--- config.mk ---
export PLATFORM = sky130hd
export DESIGN_NAME = npu_wb_buffer
export DESIGN_NICKNAME = d
export VERILOG_FILES = /design/src/rtl/npu_wb_buffer.sv
export SDC_FILE = /design/constraint.sdc
export NUM_CORES = 1
export LEC_CHECK = 0
export ABC_AREA = 1
export CAP_MARGIN = 10
export CORE_MARGIN = 1.5
export CORE_UTILIZATION = 60
export CTS_BUF_LIST = sky130_fd_sc_hd__clkbuf_8
export CTS_CLUSTER_SIZE = 20
export DETAILED_ROUTE_END_ITERATION = 10
export HOLD_SLACK_MARGIN = 0.1
export PLACE_DENSITY = 0.85
export SYNTH_ARGS = -nofsm -noshare
export SYNTH_HDL_FRONTEND = slang
export SYNTH_SLANG_ARGS = --single-unit
--- constraint.sdc ---
create_clock -name ck -period 5.5 [get_ports ck]
set_clock_uncertainty 0.15 [all_clocks]
set_input_delay 0.55 -clock ck [delete_from_list [all_inputs] [get_ports ck]]
set_output_delay 0.55 -clock ck [all_outputs]
set_load 0.03 [all_outputs]
--- src/rtl/npu_wb_buffer.sv ---
// Write-back buffer: pairs datapath half-words into full words, queues them with bank/address,
// and drains them to the even/odd result memories. Error flags are built only with NPU_WB_ERR_EN.
module npu_wb_buffer #(
    parameter int N     = 4,
    parameter int W     = 8,
    parameter int AW    = 10,
    parameter int DEPTH = 4
) (
    input  logic                      ck,
    input  logic                      rst,
    input  logic                      in_wr,
    input  logic                      in_wrh_l_n,
    input  logic [N*W/2-1:0]          in_data,
    input  logic                      in_ev_odd_n,
    input  logic [AW-1:0]             in_even_addr,
    input  logic [AW-1:0]             in_odd_addr,
    input  logic                      even_ready,
    input  logic                      odd_ready,
    output logic                      even_we,
    output logic                      odd_we,
    output logic [AW-1:0]             even_addr,
    output logic [AW-1:0]             odd_addr,
    output logic [N*W-1:0]            even_wdata,
    output logic [N*W-1:0]            odd_wdata,
    output logic [$clog2(DEPTH):0]    level,
    output logic                      empty,
    output logic                      err_ovf,
    output logic                      err_seq,
    input  logic                      err_clr
);
    localparam int HW = N*W/2;
    localparam int PW = $clog2(DEPTH);
    localparam int LW = PW + 1;

    typedef enum logic {WAIT_HI, WAIT_LO} state_t;

    typedef struct packed {
        logic            bank;   // 1 = even
        logic [AW-1:0]   addr;
        logic [N*W-1:0]  word;
    } entry_t;

    state_t          state, state_nx;
    logic [HW-1:0]   up_data;
    logic            up_bank;
    logic [AW-1:0]   up_addr;
    logic            ld_hi, push, seq_err;

    entry_t          mem [DEPTH];
    entry_t          head;
    logic [PW-1:0]   wr_ptr, rd_ptr;
    logic            has_head, full, pop, push_ok, ovf;

    always_comb begin
        state_nx = state;
        ld_hi    = 1'b0;
        push     = 1'b0;
        seq_err  = 1'b0;
        if (in_wr) begin
            case (state)
                WAIT_HI: begin
                    if (!in_wrh_l_n) begin
                        ld_hi    = 1'b1;
                        state_nx = WAIT_LO;
                    end else begin
                        seq_err = 1'b1;
                    end
                end
                WAIT_LO: begin
                    if (in_wrh_l_n) begin
                        push     = 1'b1;
                        state_nx = WAIT_HI;
                    end else begin
                        // a second upper half restarts assembly rather than being dropped
                        seq_err = 1'b1;
                        ld_hi   = 1'b1;
                    end
                end
                default: state_nx = WAIT_HI;
            endcase
        end
    end

    always_ff @(posedge ck or posedge rst) begin
        if (rst) begin
            state   <= WAIT_HI;
            up_data <= '0;
            up_bank <= 1'b0;
            up_addr <= '0;
        end else begin
            state <= state_nx;
            if (ld_hi) begin
                up_data <= in_data;
                up_bank <= in_ev_odd_n;
                up_addr <= in_ev_odd_n ? in_even_addr : in_odd_addr;
            end
        end
    end

    assign head     = mem[rd_ptr];
    assign has_head = (level != '0);
    assign full     = (level == LW'(DEPTH));
    assign pop      = has_head && (head.bank ? even_ready : odd_ready);
    // a full FIFO still accepts a word when the head drains on the same edge
    assign push_ok  = push && (!full || pop);
    assign ovf      = push && full && !pop;

    always_ff @(posedge ck) begin
        if (push_ok)
            mem[wr_ptr] <= '{bank: up_bank, addr: up_addr, word: {up_data, in_data}};
    end

    always_ff @(posedge ck or posedge rst) begin
        if (rst) begin
            wr_ptr <= '0;
            rd_ptr <= '0;
            level  <= '0;
        end else begin
            if (push_ok) wr_ptr <= wr_ptr + PW'(1);
            if (pop)     rd_ptr <= rd_ptr + PW'(1);
            level <= level + LW'(push_ok) - LW'(pop);
        end
    end

    assign even_we    = has_head &  head.bank;
    assign odd_we     = has_head & ~head.bank;
    assign even_addr  = even_we ? head.addr : '0;
    assign even_wdata = even_we ? head.word : '0;
    assign odd_addr   = odd_we  ? head.addr : '0;
    assign odd_wdata  = odd_we  ? head.word : '0;
    assign empty      = !has_head && (state == WAIT_HI);

`ifdef NPU_WB_ERR_EN
    // set beats clear when both land on the same edge
    always_ff @(posedge ck or posedge rst) begin
        if (rst) begin
            err_ovf <= 1'b0;
            err_seq <= 1'b0;
        end else begin
            err_ovf <= ovf     | (err_ovf & ~err_clr);
            err_seq <= seq_err | (err_seq & ~err_clr);
        end
    end
`else
    logic unused_err;
    assign unused_err = &{1'b0, err_clr, ovf, seq_err};
    assign err_ovf    = 1'b0;
    assign err_seq    = 1'b0;
`endif

endmodule

* After elaboration in Yosys (flattened, before gate mapping)
Memories as Yosys holds them, arrays and structs flattened.
Cells that the tools add are included.
Widths: inputs -> output; s select.
** Operators by class
- Bitwise gates (word level) :: 4
- Multiplexer cells :: 13
- Equal/unequal tests :: 1
- Reductions and logical operators :: 7
- $add $sub $neg :: 4
** Operators with widths (number)
- $mux 32 :: 2
- $mux 10 :: 3
- $mux 1 :: 8
- $add 2x1->2 const B :: 2
- $add 3x1->3 :: 1
- $eq 3x3->1 const B :: 1
- $logic_and 1x1->1 :: 3
- $reduce_bool 3->1 :: 1
- $sub 3x1->3 :: 1
- $and 1x1->1 :: 2
- $logic_not 1->1 :: 2
- $not 1->1 :: 2
- $logic_or 1x1->1 :: 1
** Word-level totals
- Bits in writable memories :: 172
- Register bits :: 35
- Logic and storage cells :: 37
- Memories kept :: 1
** Memories
- mem :: depth 4, width 43, rd ports 1, clocked after memory_dff 0, wr ports 1, line 49 : entry_t mem [DEPTH];

* Depth between registers and ports, before layout
An unclocked memory read counts as a cell.
- Depth in word-level cells :: 7
- Mapped depth :: 15

* Least setup slack after synthesis
Ideal clock, no wire load.
- Kind :: reg2reg
- Start :: reg level[1]
- End :: mem mem[0][0] in the netlist's numbering (enable)
- Setup time :: 443 ps
- Cell stages (with the launch flop) :: 7
- Arrival :: 3030 ps
- Setup slack :: 1877 ps
- Path buffers :: 0
- Cells stage by stage :: dfrtp_1 > nor2_1 > nand2_1 > nand4_1 > nand3_2 > nand2_2 > nor2_1
** Between the ends
- Word-level cells in the longest chain between the ends :: 6
- Elaborated cells between the ends (all ways) :: 8
- Classes of those cells :: eq/ne: 1; mux: 2; reduce/logical: 5
** Ends and longest elaborated chain
- from (decl) :: line 25 : output logic [$clog2(DEPTH):0] level,
- from (signal assigned) :: line 121 : level <= level + LW'(push_ok) - LW'(pop);
- $eq 3x3->1 or $reduce_bool 3->1 (tied branches) :: line 102, 101
- $logic_not 1->1 or $logic_and 1x1->1 (tied branches) :: line 105, 103
- $logic_or 1x1->1 (*) :: line 105 : assign push_ok = push && (!full || pop);
- $logic_and 1x1->1 (*) :: line 105
- $mux 1 (*) :: line 109 : if (push_ok)
- $mux 1 (not written as such) (*) :: line 110 : mem[wr_ptr] <= '{bank: up_bank, addr: up_addr, word: {up_data, in_data}};
- to (decl) :: line 49
Every way passes the cells marked *; elsewhere a longest branch is shown, timed or not.

* Worst setup path after layout
- Start :: reg rd_ptr[0]
- End :: out even_wdata[8]
** Between the ends
- Word-level cells in the longest chain between the ends :: 3
** Ends and longest elaborated chain
- from (decl) :: line 51 : logic [PW-1:0] wr_ptr, rd_ptr;
- from (signal assigned) :: line 120 : if (pop) rd_ptr <= rd_ptr + PW'(1);
- $mem_v2 4x43 (*)
- $and 1x1->1 :: line 125 : assign even_we = has_head & head.bank;
- $mux 32 (*) :: line 128 : assign even_wdata = even_we ? head.word : '0;
- to (decl) :: line 23 : output logic [N*W-1:0] even_wdata,
Marks and branches as above.

==> impl_metrics.toml <==
[status]
run_status = "finished clean"

[global_routing]
antenna_found_initial = 0
overflow = 0
grt_pass1_vias = 5682
grt_max_degree = 90
grtUsageTotal_pct = 25.3
grt_pass1_wl_um = 28500

[worst_setup_path]
r2r_start = "rd_ptr[0]"
cp_data_arrival_time_ns = 3.63
cp_num_cells = 8
cpLargestDelayFamily = "buffers and inverters"
crit_type = "reg2out"
regToRegSetupSlack_ns = 1.99
crit_buf_inv = 3
cp_cell_sequence = "buf_4, nand2_1, nand3_1, nand2_2, inv_2, nand2_2, nor2_1, clkdlybuf4s50_1"
startpoint = "rd_ptr[0]"
crit_end = "even_wdata[8]"
crit_slowest_cell = "buf_4"
cp-start-kind = "flop"
r2r_cells = 8
crit_fanout = 89
cp-end-kind = "primary output"
reg2reg_to = "mem[0][16]"
slowest_delay_ns = 0.72
required_ns = 4.80
cpMostUsedCell = "nand2_2"

[timing]
final-max-slew-violation-count = 0
final.period_utilization_pct = 78.7
worst_slew_pin_slew_ns = 1.06
rsz0062_at_grt = "false"
max_freq_mhz = 231
hold_violations = 0
tns_ns = 0
slew_headroom_pct = 29.6
setup_viol = 0
finalCriticalPeriod_ns = 4.33

[layout]
antennaDiodeCount = 0
drive_gt1_share_pct = 7.50
fill_cells = 831
final_cell_mix = "nand2_1, edfxtp_1, clkdlybuf4s50_1"
final_common_cell = "nand2_1"
area_delta_synth_final_pct = 22.9
nets = 881
fin_area_um2 = 10400

[die]
row_count = 43
core_um2 = 13800
die_y_um = 122
die-width_um = 122
start_util_pct = 61.2
io_pins = 136
dieArea_um2 = 14800

[synth]
synth_async_sr_flop_share_pct = 16.9
ys_ff_latch = 207
yosysWarnings = 0
synth.avg_cell_area_um2 = 12.0
synth_area_um2 = 8460
ys_seq_area_share_pct = 71.4
synth.top_cell.area_share_pct = 61.1
synth_flop_cell = "edfxtp_1"
synth_edf_count = 172
yosys.area.top_type = "edfxtp_1"
synthCells = 703
netlist_top_cells_area = "edfxtp_1, dfrtp_1, nand2_1"
ys_types = 26

[cts]
cts_resized = 0
cts.path.max_buffers = 3
cts_tree = "yes"
numCtsBuffers = 29
clockRootBuffer = "clkbuf_8"
clk_latency_ns = 0.54
postCtsHoldBufs = 0
clk_pin_slew_ns = 0.07
cts.sinks = 207
htreeDepth = 1
post-cts-setup-buffers = 0

[detailed_routing]
drt_iter0_drc = 513
routed_via_density = 5.63
ant_nets = 0
wl_um = 18400
drc_errors = 0
drt_first_pass_iters = 5
via_count = 5812
wl_per_cell_um = 17.8

[place]
gp_congestion = 0.759
hpwl_um = 10900
numPortBuffers = 132
postPlaceCellArea_um2 = 9840

[flow_run]
maxCapViolCount = 0

[hold_path]
hold_path_class = "in2async"

[power_and_ir_drop]
cellLeakagePower_nw = 3.88
irDropWorstVdd_mv = 0.373
power_density_nw_per_um2 = 618
synth_stat cells (2+ instances only):
cell type and count:
edfxtp_1 172, buf_4 12, xor2_1 2, a21oi_1 42, o21ai_0 21, dfrtp_1 35, inv_1 16, nor2_1 101
buf_6 2, nand2_1 200, buf_2 24, clkbuf_1 6, ha_1 6, nand2_2 5, inv_2 2, nand3_2 2
a32o_1 42, nand3_1 5
worst register-to-register path, delay by kind of cell, from the launching register on:
family | cells | cell delay, ns
flops | 1 | 0.38
simple gates | 6 | 1.54
buf+inv | 2 | 1.13
final cells by class:
class / instances / area [um^2] / area share [%]
sequential: 207 / 6040 / 58.1
timing repair buffer: 140 / 1380 / 13.3
tap: 180 / 225 / 2.17
multi-input combinational: 433 / 2120 / 20.4
inverter: 19 / 73.8 / 0.710
clock inverter: 20 / 85.1 / 0.819
clock buffer: 34 / 468 / 4.50
logic make-up (layout without fill, tap and decap cells):
family,count (synthesis),in the layout,synth area share [%]
XOR/XNOR,3,3,0.311
other,1,2,0.0443
adder cells (fa/ha/maj),7,7,1.12
AO/OA/AOI/OAI,105,105,8.70
buffers and inverters,64,213,3.94
AND/OR/NAND/NOR,316,316,14.5
flip-flops,207,207,71.4
routing by layer:
| metal | vias up | GRT usage [%] | wire, um | share of wire, % |
|---|---|---|---|---|
| met5 | - | 0 | 0 | 0 |
| met3 | 23 | 3.79 | 1110 | 6.0 |
| met4 | 0 | 7.06 | 243 | 1.3 |
| li1 | 2707 | - | - | - |
| met1 | 2841 | 32.6 | 7470 | 41 |
| met2 | 241 | 44.9 | 9610 | 52 |
how the worst min path moves through the flow:
stage	start	end	slack (ns)	cells past startpoint
after floorplan	state	state	0.32	2
after global placement	up_data[5]	mem[3][21]	0.33	0
after detailed placement	up_data[15]	mem[2][31]	0.35	0
after CTS	rst	up_data[5]	0.27	3
after global routing	rst	up_data[5]	0.33	3
final	rst	up_data[5]	0.28	3
sequential cells by signal, summed over array words and instances (netlist names):
signal and flops:
level 3, up_data 16, up_addr 10, rd_ptr 2, up_bank 1, wr_ptr 2
state 1, mem 172
power breakdown:
group | switching [mW] | internal [mW] | leakage, nW
logic | 2.17 | 1.24 | 1.57
clock network | 0.536 | 0.563 | 0.324
registers | 0.0766 | 1.84 | 1.99
per-stage QoR:
step                      util, %  hold WS [ns]  power, mW  setup WS (ns)  std cells
after floorplan                 -         0.322       4.14           1.88        704
after global placement       71.2         0.334       5.23           1.88        979
after detailed placement     71.2         0.351       5.35           1.73        979
after CTS                    75.2         0.267       6.46           1.14       1033
after global routing         75.2         0.325       6.74          0.943       1033
final                        75.2         0.278       6.43           1.17       1033
No activity file was read; power rests on OpenSTA's default activity.
